### src/rtl/hmc_arb_pkg.sv
// Shared arbiter state encoding, decoded identically by the sequencer and its bench.
package hmc_arb_pkg;

  typedef enum logic [1:0] {
    ARB_IDLE  = 2'd0,
    ARB_GRANT = 2'd1,
    ARB_TURN  = 2'd2
  } arb_state_t;

  // Counter width that holds 0..max; a zero limit still needs one bit.
  function automatic int hold_width(input int max);
    return (max > 0) ? $clog2(max + 1) : 1;
  endfunction

endpackage

### src/rtl/rr_pick.sv
// Round-robin pick: first set req bit at or after ptr, wrapping; purely combinational.
// Zero latency, no backpressure; valid low when req is empty.
module rr_pick #(
  parameter  int N  = 4,
  localparam int IW = $clog2(N)
) (
  input  logic [N-1:0]  req,
  input  logic [IW-1:0] ptr,
  output logic [IW-1:0] idx,
  output logic          valid
);

  // Scan from the farthest rotated position down so the nearest-to-ptr hit wins.
  always_comb begin
    idx   = '0;
    valid = 1'b0;
    for (int k = N - 1; k >= 0; k--) begin
      int pos;
      pos = int'(ptr) + k;
      if (pos >= N) pos = pos - N;
      if (req[pos]) begin
        idx   = IW'(pos);
        valid = 1'b1;
      end
    end
  end

endmodule

### src/rtl/bus_arbiter.sv
// Round-robin owner of the shared data bus: grant one cycle after request, one idle turnaround between owners.
// Owner keeps the bus until done, req drop, or MAXHOLD consecutive cycles (forced revoke pulses timeout).
module bus_arbiter
  import hmc_arb_pkg::*;
#(
  parameter  int N       = 4,
  parameter  int MAXHOLD = 8,
  localparam int IW      = $clog2(N)
) (
  input  logic          clk,
  input  logic          reset,
  input  logic [N-1:0]  req,
  input  logic [N-1:0]  done,
  output logic [N-1:0]  grant,
  output logic [IW-1:0] grant_id,
  output logic          busy,
  output logic          timeout
);

  localparam int HW = hold_width(MAXHOLD);
  localparam logic [HW-1:0] LIMIT = HW'((MAXHOLD == 0) ? 0 : MAXHOLD - 1);

  arb_state_t    state, state_nxt;
  logic [IW-1:0] owner, owner_nxt;
  logic [IW-1:0] ptr, ptr_nxt;
  logic [HW-1:0] hold_cnt, hold_nxt;
  logic          timeout_q, timeout_nxt;

  logic [IW-1:0] pick_idx;
  logic          pick_valid;
  logic          rel_normal;
  logic          at_limit;

  rr_pick #(.N(N)) u_pick (
    .req   (req),
    .ptr   (ptr),
    .idx   (pick_idx),
    .valid (pick_valid)
  );

  assign rel_normal = done[owner] | ~req[owner];
  assign at_limit   = (MAXHOLD != 0) && (hold_cnt == LIMIT);

  always_ff @(posedge clk) begin
    if (reset) begin
      state     <= ARB_IDLE;
      owner     <= '0;
      ptr       <= '0;
      hold_cnt  <= '0;
      timeout_q <= 1'b0;
    end else begin
      state     <= state_nxt;
      owner     <= owner_nxt;
      ptr       <= ptr_nxt;
      hold_cnt  <= hold_nxt;
      timeout_q <= timeout_nxt;
    end
  end

  always_comb begin
    state_nxt   = state;
    owner_nxt   = owner;
    ptr_nxt     = ptr;
    hold_nxt    = hold_cnt;
    timeout_nxt = 1'b0;
    unique case (state)
      ARB_IDLE, ARB_TURN: begin
        if (pick_valid) begin
          state_nxt = ARB_GRANT;
          owner_nxt = pick_idx;
          hold_nxt  = '0;
        end else begin
          state_nxt = ARB_IDLE;
        end
      end
      ARB_GRANT: begin
        if (rel_normal || at_limit) begin
          state_nxt   = ARB_TURN;
          ptr_nxt     = (owner == IW'(N - 1)) ? '0 : owner + 1'b1;
          // A normal release on the limit cycle wins over the revoke.
          timeout_nxt = at_limit && !rel_normal;
        end else if (hold_cnt != '1) begin
          hold_nxt = hold_cnt + 1'b1;
        end
      end
      default: state_nxt = ARB_IDLE;
    endcase
  end

  assign busy     = (state == ARB_GRANT);
  assign grant_id = busy ? owner : '0;
  assign timeout  = timeout_q;

  always_comb begin
    grant = '0;
    for (int i = 0; i < N; i++) begin
      grant[i] = busy && (owner == IW'(i));
    end
  end

endmodule

### config.mk
export PLATFORM = sky130hd
export DESIGN_NAME = bus_arbiter
export DESIGN_NICKNAME = d
export VERILOG_FILES = /design/src/rtl/hmc_arb_pkg.sv /design/src/rtl/rr_pick.sv /design/src/rtl/bus_arbiter.sv
export SDC_FILE = /design/constraint.sdc
export NUM_CORES = 1
export LEC_CHECK = 0
export CAP_MARGIN = 30
export CORE_MARGIN = 1
export CORE_UTILIZATION = 35
export CTS_CLUSTER_SIZE = 30
export DETAILED_ROUTE_END_ITERATION = 12
export GPL_TIMING_DRIVEN = 1
export PLACE_DENSITY = 0.62
export SYNTH_ARGS = -nofsm -noshare
export SYNTH_HDL_FRONTEND = slang
export SYNTH_SLANG_ARGS = --single-unit
### constraint.sdc
create_clock -name clk -period 1.6 [get_ports clk]
set_input_delay 0.32 -clock clk [delete_from_list [all_inputs] [get_ports clk]]
set_output_delay 0.32 -clock clk [all_outputs]
set_load 0.02 [all_outputs]
==> impl_metrics.ini <==
[run_status]
outcome = finished, violations left
violations = setup timing

[logic_synthesis]
syn-cell-area_um2 = 704
ys_types = 26
syn-num-nets = 99
ys_warn_count = 0
syn_area_per_cell_um2 = 8.39
synth_area_leaders = dfxtp_1 31%, ha_1 8.9%, nor2b_1 7.1%, a211o_1 6.2%, a21oi_1 5.7%
netlist.top_cell.by_area = dfxtp_1
seq_area_frac_synth_pct = 31.3
synth_seq_cells = 11
synthCells = 84
synth.top_cell.area_share_pct = 31.3

[clock_tree]
cts_tree = built
cts-root-buf = clkbuf_4
numCtsBuffers = 3
htreeDepth = 1
clock_sinks = 11
clkLatencyLatePin_ps = 270
clock_path_buffers = 2
path_clk_slew_ps = 70

[drt]
vias_per_cell = 4.92
firstDrtPassIters = 4
drt-total-wl_um = 1770
drtIter0Drc = 8
drc = 0
vias = 738
wire_per_inst_um = 11.8
ant_nets = 0

[sta]
fin_ws_ps = -2.41
rsz0062_at_grt = yes
maxSlewHeadroom_pct = 70.6
period_needed_ps = 1600
post-route-period-util_pct = 100
drv_slew = 0
finalClockSkew_ps = 3.95
fmax_ghz = 0.624
hold_viol_final = 0
setup_viol_count_final = 1
tightest_slew_ps = 441

[die]
die-area_um2 = 2200
io_pins = 18
initial_core_util_pct = 39.1
die_y_um = 46.9
die_x_um = 46.9
core_area_um2 = 1800
rows = 15

[cells_and_area]
area_growth_syn_to_layout_pct = 52.8
finalCoreUtilization_pct = 59.7
drive_above_1_share_pct = 34.4
nets = 141
final_cells = 150
post-route-cell-area_um2 = 1080
diodes = 0

[place]
gp_congestion = 0.738
portBuffers = 17
dp_hpwl_um = 1360
post_dp_cell_area_um2 = 1030
dp.cells = 142

[critical_path]
reg2reg_slack_ps = -2
worstPathArrival_ps = 1800
reg2regPathDepth = 5
slowest_delay_ps = 550
critPathMaxFanout = 6
r2r_start = owner[1]$_SDFFE_PP0P_
path_cells = inv_4 -> mux4_2 -> buf_6 -> a211o_1 -> a31oi_1
reg2reg_to = hold_cnt[3]$_SDFFE_PP0P_
crit_family = multiplexers
crit_path_top_delay_cell = mux4_2
crit_type = reg2reg
crit_required_ps = 1800
crit_path_end_kind = flop
cp.buffers_inverters = 2
startpoint_type = flop

[worst_hold_path]
hold_path_end = hold_cnt[3]$_SDFFE_PP0P_
worstHoldPathType = reg2reg
min_from = hold_cnt[3]$_SDFFE_PP0P_
hold_depth = 2

[global_routing]
antenna_found_initial = 0
first_global_vias = 638
grt_overflow = 0
grt_pass1_wl_um = 2790
grtUsageTotal_pct = 18.4
grt_max_degree = 7

[pwr]
max-vdd-ir-drop_mv = 0.605
p_leak_nw = 0.494
power_density_nw_per_um2 = 661

[run]
maxCapViolations = 0
==> area by class of cell <==
cell class	count	area [um2]
Clock buffer	4	26.3
Multi-Input combinational cell	62	458
Sequential cell	11	225
Timing Repair Buffer	39	298
Tap cell	25	31.3
Inverter	9	37.5
Fill cell	183	726
==> flip-flops by register name, indices dropped and copies added, names as in the netlist <==
register / cells
hold_cnt: 4
state: 2
ptr: 2
owner: 2
timeout: 1
==> cells by family after synthesis <==
kind of cell | after synthesis | synth area share [%]
AO/OA/AOI/OAI | 18 | 18.8
adder cells (fa/ha/maj) | 5 | 8.88
buffers and inverters | 11 | 6.93
flip-flops | 11 | 31.3
multiplexers | 3 | 6.22
AND/OR/NAND/NOR | 36 | 27.9
==> synth_stat cells <==
| cell type | number |
|---|---|
| dfxtp_1 | 11 |
| a21oi_1 | 8 |
| nor2b_1 | 8 |
| inv_1 | 7 |
| nand3_1 | 7 |
| a211o_1 | 5 |
| ha_1 | 5 |
| nor2_1 | 5 |
| and2_1 | 4 |
| nand2_1 | 4 |
| nand2b_1 | 3 |
| nor3_1 | 2 |
| o221ai_1 | 2 |
| a21o_2 | 1 |
| a21oi_4 | 1 |
| a31oi_1 | 1 |
| buf_6 | 1 |
| clkbuf_1 | 1 |
| clkinv_1 | 1 |
| inv_2 | 1 |
| mux2_2 | 1 |
| mux2i_1 | 1 |
| mux4_2 | 1 |
| nand4b_1 | 1 |
| or2b_1 | 1 |
| or4_1 | 1 |
==> stage by stage <==
step	hold slack (ps)	power [mW]	TNS [ps]	worst slack (ps)
floorplan	458	0.412	-28.2	-28.2
global placement	467	0.518	-3910	-478
detailed placement	477	0.522	-3980	-495
CTS	506	0.715	-19.1	-19.1
global route	535	0.757	-76.7	-33.2
finish	510	0.711	-2.41	-2.41
==> worst min-delay path: stages (launching register included) <==
cell     delay (ps)
dfxtp_1         330
nand3_1          70
a31oi_1          70
==> metal layers <==
metal	GRT usage, %	up-vias	share of wire [%]
met2	29.4	14	48
met4	1.71	0	0.34
li1	-	378	-
met3	6.92	2	4.6
met1	24.8	344	47
met5	0	-	0
==> repair_timing <==
item | in CTS | in global routing
endpoints found under the setup margin | 15 | 9
pin swaps | 4 | 1
setup buffers | 3 | 1
gates resized for setup | 31 | 11
hold buffers | 0 | 0
hold endpoints to repair | 0 | 0
==> cells in the final DEF (no fill, tap or decap), types with 5 or more instances in the layout <==
cell type and instances:
buf_4 20, dfxtp_1 9, a21oi_1 8, dlygate4sd2_1 8, inv_1 7, nor2b_1 7, nand3_1 7, nor2_1 5
a211o_1 5, ha_1 5
==> worst max path at each step <==
stage	start	to	cells after the start
floorplan	owner[1]$_SDFFE_PP0P_	ptr[0]$_SDFFE_PP0P_	5
global placement	req[0]	hold_cnt[3]$_SDFFE_PP0P_	6
detailed placement	req[0]	hold_cnt[3]$_SDFFE_PP0P_	6
CTS	owner[1]$_SDFFE_PP0P_	hold_cnt[3]$_SDFFE_PP0P_	5
global route	owner[1]$_SDFFE_PP0P_	hold_cnt[3]$_SDFFE_PP0P_	5
finish	owner[1]$_SDFFE_PP0P_	hold_cnt[3]$_SDFFE_PP0P_	5
==> report_power, final <==
group	internal [mW]	switching, mW	total (mW)
sequential	0.288	0.0148	0.303
clock	0.0965	0.0876	0.184
combinational	0.121	0.103	0.225
total	0.506	0.206	0.711
Power figures use the tool's default switching activity.
